===== src/rtl/pupil_locator.sv =====
// Dark-pixel statistics per frame: bounding box, count and coordinate sums,
// then a serial divide at frame end to publish the pupil centroid.
module pupil_locator #(
  parameter int DATA_W     = 10,
  parameter int CNT_W      = 13,
  parameter int ACC_W      = 32,
  parameter int NUM_W      = 24,
  parameter int MIN_PIXELS = 64
) (
  input  logic              iCLK,
  input  logic              iRST,
  input  logic              iDVAL,
  input  logic [DATA_W-1:0] iGRAY,
  input  logic [CNT_W-1:0]  iH_Cont,
  input  logic [CNT_W-1:0]  iV_Cont,
  input  logic [DATA_W-1:0] iTHRESH,
  output logic              oResultValid,
  output logic              oFound,
  output logic [CNT_W-1:0]  oH_Min,
  output logic [CNT_W-1:0]  oH_Max,
  output logic [CNT_W-1:0]  oV_Min,
  output logic [CNT_W-1:0]  oV_Max,
  output logic [CNT_W-1:0]  oH_Cen,
  output logic [CNT_W-1:0]  oV_Cen,
  output logic [NUM_W-1:0]  oCount,
  output logic              oOverrun,
  output logic              oBusy
);
  localparam int BIT_W = (ACC_W > 1) ? $clog2(ACC_W) : 1;
  localparam logic [BIT_W-1:0] LAST_BIT = BIT_W'(ACC_W - 1);
  localparam logic [NUM_W-1:0] MIN_CNT  = NUM_W'(MIN_PIXELS);

  typedef enum logic [1:0] {IDLE, DIV_H, DIV_V, PUBLISH} state_t;

  state_t             r_state;
  logic [CNT_W-1:0]   r_last_v;
  logic [NUM_W-1:0]   r_cnt;
  logic [ACC_W-1:0]   r_sum_h;
  logic [ACC_W-1:0]   r_sum_v;
  logic [CNT_W-1:0]   r_h_min;
  logic [CNT_W-1:0]   r_h_max;
  logic [CNT_W-1:0]   r_v_min;
  logic [CNT_W-1:0]   r_v_max;

  logic [NUM_W-1:0]   r_s_cnt;
  logic [ACC_W-1:0]   r_s_sum_v;
  logic [CNT_W-1:0]   r_s_h_min;
  logic [CNT_W-1:0]   r_s_h_max;
  logic [CNT_W-1:0]   r_s_v_min;
  logic [CNT_W-1:0]   r_s_v_max;
  logic               r_s_found;

  logic [ACC_W-1:0]   r_dvd;
  logic [NUM_W-1:0]   r_rem;
  logic [CNT_W-1:0]   r_quo;
  logic [BIT_W-1:0]   r_bit;
  logic [CNT_W-1:0]   r_q_h;
  logic [CNT_W-1:0]   r_q_v;

  logic               r_result_valid;
  logic               r_o_found;
  logic [CNT_W-1:0]   r_o_h_min;
  logic [CNT_W-1:0]   r_o_h_max;
  logic [CNT_W-1:0]   r_o_v_min;
  logic [CNT_W-1:0]   r_o_v_max;
  logic [CNT_W-1:0]   r_o_h_cen;
  logic [CNT_W-1:0]   r_o_v_cen;
  logic [NUM_W-1:0]   r_o_count;
  logic               r_overrun;

  logic               w_dark;
  logic               w_wrap;
  logic               w_found;
  logic [ACC_W-1:0]   w_h_ext;
  logic [ACC_W-1:0]   w_v_ext;
  logic [ACC_W:0]     w_sum_h_add;
  logic [ACC_W:0]     w_sum_v_add;
  logic [NUM_W:0]     w_trial;
  logic               w_ge;
  logic [NUM_W-1:0]   w_rem_next;
  logic [CNT_W-1:0]   w_quo_next;
  logic               w_last;

  assign w_dark      = iDVAL && (iGRAY < iTHRESH);
  assign w_wrap      = iDVAL && (iV_Cont < r_last_v);
  assign w_found     = (r_cnt >= MIN_CNT);
  assign w_h_ext     = {{(ACC_W-CNT_W){1'b0}}, iH_Cont};
  assign w_v_ext     = {{(ACC_W-CNT_W){1'b0}}, iV_Cont};
  assign w_sum_h_add = {1'b0, r_sum_h} + {1'b0, w_h_ext};
  assign w_sum_v_add = {1'b0, r_sum_v} + {1'b0, w_v_ext};

  // Restoring divide step; the remainder stays below the divisor, so the
  // subtraction fits NUM_W bits and only the low CNT_W quotient bits are kept.
  assign w_trial    = {r_rem, r_dvd[ACC_W-1]};
  assign w_ge       = (w_trial >= {1'b0, r_s_cnt});
  assign w_rem_next = w_ge ? (w_trial[NUM_W-1:0] - r_s_cnt) : w_trial[NUM_W-1:0];
  assign w_quo_next = {r_quo[CNT_W-2:0], w_ge};
  assign w_last     = (r_bit == LAST_BIT);

  // The wrap pixel opens the new frame, so it seeds the accumulators.
  always_ff @(posedge iCLK or negedge iRST) begin
    if (!iRST) begin
      r_last_v <= '0;
      r_cnt    <= '0;
      r_sum_h  <= '0;
      r_sum_v  <= '0;
      r_h_min  <= '1;
      r_h_max  <= '0;
      r_v_min  <= '1;
      r_v_max  <= '0;
    end else if (iDVAL) begin
      r_last_v <= iV_Cont;
      if (w_wrap) begin
        r_cnt   <= w_dark ? NUM_W'(1) : '0;
        r_sum_h <= w_dark ? w_h_ext : '0;
        r_sum_v <= w_dark ? w_v_ext : '0;
        r_h_min <= w_dark ? iH_Cont : '1;
        r_h_max <= w_dark ? iH_Cont : '0;
        r_v_min <= w_dark ? iV_Cont : '1;
        r_v_max <= w_dark ? iV_Cont : '0;
      end else if (w_dark) begin
        r_cnt   <= (&r_cnt) ? r_cnt : r_cnt + 1'b1;
        r_sum_h <= w_sum_h_add[ACC_W] ? '1 : w_sum_h_add[ACC_W-1:0];
        r_sum_v <= w_sum_v_add[ACC_W] ? '1 : w_sum_v_add[ACC_W-1:0];
        if (iH_Cont < r_h_min) r_h_min <= iH_Cont;
        if (iH_Cont > r_h_max) r_h_max <= iH_Cont;
        if (iV_Cont < r_v_min) r_v_min <= iV_Cont;
        if (iV_Cont > r_v_max) r_v_max <= iV_Cont;
      end
    end
  end

  always_ff @(posedge iCLK or negedge iRST) begin
    if (!iRST) begin
      r_state        <= IDLE;
      r_s_cnt        <= '0;
      r_s_sum_v      <= '0;
      r_s_h_min      <= '0;
      r_s_h_max      <= '0;
      r_s_v_min      <= '0;
      r_s_v_max      <= '0;
      r_s_found      <= 1'b0;
      r_dvd          <= '0;
      r_rem          <= '0;
      r_quo          <= '0;
      r_bit          <= '0;
      r_q_h          <= '0;
      r_q_v          <= '0;
      r_result_valid <= 1'b0;
      r_o_found      <= 1'b0;
      r_o_h_min      <= '0;
      r_o_h_max      <= '0;
      r_o_v_min      <= '0;
      r_o_v_max      <= '0;
      r_o_h_cen      <= '0;
      r_o_v_cen      <= '0;
      r_o_count      <= '0;
      r_overrun      <= 1'b0;
    end else begin
      r_result_valid <= 1'b0;
      r_overrun      <= w_wrap && (r_state != IDLE);
      case (r_state)
        IDLE: begin
          if (w_wrap) begin
            r_s_cnt   <= r_cnt;
            r_s_sum_v <= r_sum_v;
            r_s_h_min <= r_h_min;
            r_s_h_max <= r_h_max;
            r_s_v_min <= r_v_min;
            r_s_v_max <= r_v_max;
            r_s_found <= w_found;
            r_dvd     <= r_sum_h;
            r_rem     <= '0;
            r_quo     <= '0;
            r_bit     <= '0;
            r_state   <= w_found ? DIV_H : PUBLISH;
          end
        end
        DIV_H, DIV_V: begin
          r_dvd <= {r_dvd[ACC_W-2:0], 1'b0};
          r_rem <= w_rem_next;
          r_quo <= w_quo_next;
          r_bit <= r_bit + 1'b1;
          if (w_last) begin
            r_rem <= '0;
            r_quo <= '0;
            r_bit <= '0;
            if (r_state == DIV_H) begin
              r_q_h   <= w_quo_next;
              r_dvd   <= r_s_sum_v;
              r_state <= DIV_V;
            end else begin
              r_q_v   <= w_quo_next;
              r_state <= PUBLISH;
            end
          end
        end
        PUBLISH: begin
          r_result_valid <= 1'b1;
          r_o_count      <= r_s_cnt;
          r_o_found      <= r_s_found;
          if (r_s_found) begin
            r_o_h_min <= r_s_h_min;
            r_o_h_max <= r_s_h_max;
            r_o_v_min <= r_s_v_min;
            r_o_v_max <= r_s_v_max;
            r_o_h_cen <= r_q_h;
            r_o_v_cen <= r_q_v;
          end
          r_state <= IDLE;
        end
        default: r_state <= IDLE;
      endcase
    end
  end

  assign oResultValid = r_result_valid;
  assign oFound       = r_o_found;
  assign oH_Min       = r_o_h_min;
  assign oH_Max       = r_o_h_max;
  assign oV_Min       = r_o_v_min;
  assign oV_Max       = r_o_v_max;
  assign oH_Cen       = r_o_h_cen;
  assign oV_Cen       = r_o_v_cen;
  assign oCount       = r_o_count;
  assign oOverrun     = r_overrun;
  assign oBusy        = (r_state != IDLE);

endmodule


===== config.mk =====
export PLATFORM = sky130hd
export DESIGN_NAME = pupil_locator
export DESIGN_NICKNAME = d
export VERILOG_FILES = /design/src/rtl/pupil_locator.sv
export SDC_FILE = /design/constraint.sdc
export NUM_CORES = 1
export LEC_CHECK = 0
export CORE_MARGIN = 2
export CORE_UTILIZATION = 48
export DETAILED_ROUTE_END_ITERATION = 8
export MAX_ROUTING_LAYER = met4
export PLACE_DENSITY = 0.67
export SETUP_SLACK_MARGIN = 0.5
export SYNTH_ARGS = -nofsm -noshare
export SYNTH_HDL_FRONTEND = slang
export SYNTH_SLANG_ARGS = --single-unit

===== constraint.sdc =====
create_clock -name iCLK -period 9 [get_ports iCLK]
set_input_delay 2.25 -clock iCLK [delete_from_list [all_inputs] [get_ports iCLK]]
set_output_delay 2.25 -clock iCLK [all_outputs]
set_load 0.01 [all_outputs]

==> flow_summary_export.csv <==
group,metric,value,unit
status,outcome,"completed",
timing,period_share,67.1,%
logic_synthesis,yosysWarnings,0,
floorplanning,coreArea,48600,um2
critical_path,cp_common_cell,"buf_4",
drt,viasPerCell,5.76,
cts,cts_setup_buffers,0,
logic_synthesis,avgSynthCellArea,10.5,um2
cts,cts_resized,0,
floorplanning,rows,81,
critical_path,endpoint_kind,"register",
logic_synthesis,synth_flop_cell,"dfrtp_1",
cts,ctsRootBufferMaster,"clkbuf_16",
critical_path,slowest_stage,"buf_4",
placement,gp_congestion,0.857,
cts,cts_max_level,2,
timing,slew_violations,0,
logic_synthesis,syn_inst,2228,
critical_path,required,9.46,ns
drt,routed_wl,54800,um
cts,cts_sinks,468,
finish,fin_nets,2521,
power_and_ir_drop,power_density,278,nW/um2
cts,cts.clk_slew.worst_paths,0.06,ns
finish,multiInputGateArea,10900,um2
floorplanning,dieArea,50700,um2
critical_path,arrival,6.49,ns
grt,grt_pass1_wl,89900,um
floorplanning,die_w,225,um
cts,ctsHoldBuffers,0,
floorplanning,dieHeight,225,um
placement,place_hpwl,37400,um
critical_path,crit_buf_inv,4,
finish,area_growth,16.4,%
drt,vias,17315,
grt,grt_max_degree,149,
finish,seq_area,11700,um2
timing,fin_tns_setup,0,ns
cts,clock_latency,0.61,ns
finish,fillers,4153,
timing,slew_headroom,10.5,%
critical_path,critPathLaunch,"iV_Cont[5]",
critical_path,r2r_slack,5.00,ns
placement,dp_cells,2909,
logic_synthesis,synthArstFlopShare,100,%
grt,overflow,0,
timing,setup_viol,0,
logic_synthesis,yosysUniqueCellTypes,82,
timing,max_freq,166,MHz
finish,final_cell_mix,"442 x dfrtp_1, 221 x nand2_1, 186 x mux2_2, 180 x o21ai_0, 153 x clkdlybuf4s50_1",
drt,drtIter0Drc,1171,
logic_synthesis,syn_area,23500,um2
placement,portBuffers,154,
logic_synthesis,synth_fp_nets,2409,
finish,final_common_cell,"dfrtp_1",
cts,numCtsBuffers,51,
timing,worst_slew_pin_slew,1.34,ns
timing,hold_violations,0,
critical_path,cp_cell_sequence,"clkdlybuf4s50_1 -> ha_1 -> nand2_1 -> nor2_1 -> o2111ai_1 -> a31oi_1 -> a21oi_4 -> buf_4 -> nand2_4 -> buf_4 -> buf_4 -> mux2_2",
worst_hold_path,hold_path_class,"reg2reg",
grt,grt_pass1_vias,16908,
critical_path,worstSetupPathType,"in2reg",
power_and_ir_drop,cellLeakagePower,12.8,nW
critical_path,critPathMaxStageDelay,0.74,ns
timing,finClkSkew,0.0483,ns
finish,final_cells,3004,
flow_run,maxCapViolCount,0,
drt,first_pass_iters,7,
drt,drc,0,
timing,min_period,6.04,ns
cts,cts_tree,"done",
timing,grt_setup_unrepaired,"false",
floorplanning,start_util,48.2,%
logic_synthesis,ys_ff_latch,468,
drt,detail-route-antenna-nets,0,
critical_path,worst_setup_path_start_kind,"input port",
critical_path,r2r_cells,12,
logic_synthesis,ys_seq_area_share,50.0,%
power_and_ir_drop,ir_worst_vdd,0.000227,V
logic_synthesis,synth_edf_count,0,
floorplanning,ios,155,
critical_path,reg2reg_from,"r_last_v[8]",
cts,clockBufferDepth,3,
critical_path,cp_top_family,"buffers and inverters",
critical_path,path_depth,12,
critical_path,timing.rr.end,"r_s_sum_v[27]",
finish,antennaDiodeCount,0,
critical_path,critPathMaxFanout,87,
grt,grt.total_usage,22.6,%
finish,layout-drive-gt1-share,14.4,%
drt,wire_per_inst,18.2,um
grt,grt_antenna_before_repair,0,
critical_path,worstSetupEndpoint,"r_s_sum_v[27]",
layer usage:
layer	part of all wire [%]	vias to the layer above	GRT usage, %	wire [um]
met5	0	-	-	0
met4	2.1	0	6.26	1140
met3	4.2	89	3.21	2290
met2	46	399	34.6	25400
met1	47	8629	31.5	26000
li1	-	8198	-	-
cell families (layout without fill, tap and decap cells):
group                      count (synthesis)  in the layout  synth area share, %
AOI/OAI and AO/OA                        578            578                 15.5
adders and majority gates                132            132                 7.13
buffers and inverters                    230            384                 3.91
and+or+nand+nor                          559            559                 11.6
DFF                                      468            468                 50.0
muxes                                    200            200                 9.52
xor gates and xnor gates                  61             61                 2.28
tightest hold or removal path, stage by stage, from the launching register on:
cell and delay, ns:
dfrtp_1 0.34, nand2_1 0.04, o21ai_0 0.06
sequential cells by signal, indices dropped and copies added (netlist names), 24 cells and up:
name	count
r_rem	24
r_s_sum_v	32
r_dvd	32
oCount	24
r_cnt	24
r_s_cnt	24
r_sum_h	32
r_sum_v	32
final cells by class:
class                           count  area share, %
Inverter                          118           1.62
Clock buffer                       80           5.55
Clock inverter                     15          0.994
Tap cell                          622           2.85
Sequential cell                   468           43.0
Multi-Input combinational cell   1530           39.7
Timing Repair Buffer              171           6.22
power breakdown:
group / leakage [nW] / switching, mW / internal [mW]
sequential: 6.18 / 0.290 / 2.53
combinational: 5.70 / 1.54 / 1.04
clock: 0.868 / 0.866 / 1.33
stage by stage:
stage	area (um2)	util (%)	hold slack [ns]	power [mW]	setup WS [ns]
6_report	27300	56.1	0.476	7.60	2.96
5_1_grt	27300	56.1	0.501	8.12	2.65
4_1_cts	27300	56.1	0.480	7.65	3.00
3_5_place_dp	25500	52.5	0.470	5.42	2.41
3_3_place_gp	25500	52.5	0.461	5.33	2.49
2_1_floorplan	23500	-	0.446	4.76	4.30
worst min path at each step:
| stage | end | depth (start not counted) | slack [ns] | startpoint |
|---|---|---|---|---|
| 2_1_floorplan | r_q_h[0] | 2 | 0.45 | r_q_h[0] |
| 3_3_place_gp | r_s_v_max[2] | 2 | 0.46 | r_s_v_max[2] |
| 3_5_place_dp | r_dvd[30] | 2 | 0.47 | r_dvd[30] |
| 4_1_cts | r_s_v_max[11] | 2 | 0.48 | r_s_v_max[11] |
| 5_1_grt | r_dvd[22] | 2 | 0.50 | r_dvd[22] |
| 6_report | r_s_v_max[11] | 2 | 0.48 | r_s_v_max[11] |
synth_stat cells, drive strengths merged, types with 25 or more instances:
| cell type | instances | area share, % |
|---|---|---|
| dfrtp | 442 | 47 |
| nand2 | 223 | 3.6 |
| mux2 | 186 | 8.9 |
| o21ai | 186 | 4.0 |
| a21oi | 151 | 3.2 |
| ha | 129 | 6.9 |
| inv | 118 | 1.9 |
| nor2 | 104 | 1.7 |
| clkbuf | 70 | 1.1 |
| nand3 | 67 | 1.5 |
| buf | 42 | 0.90 |
| a22o | 38 | 1.4 |
| a21o | 36 | 1.2 |
| xor2 | 35 | 1.3 |
| and3 | 30 | 0.83 |
| o22ai | 28 | 0.77 |
| dfstp | 26 | 2.9 |
| o22a | 26 | 0.97 |
| xnor2 | 26 | 0.97 |
| nor3 | 25 | 0.70 |
Power figures use the tool's default switching activity.
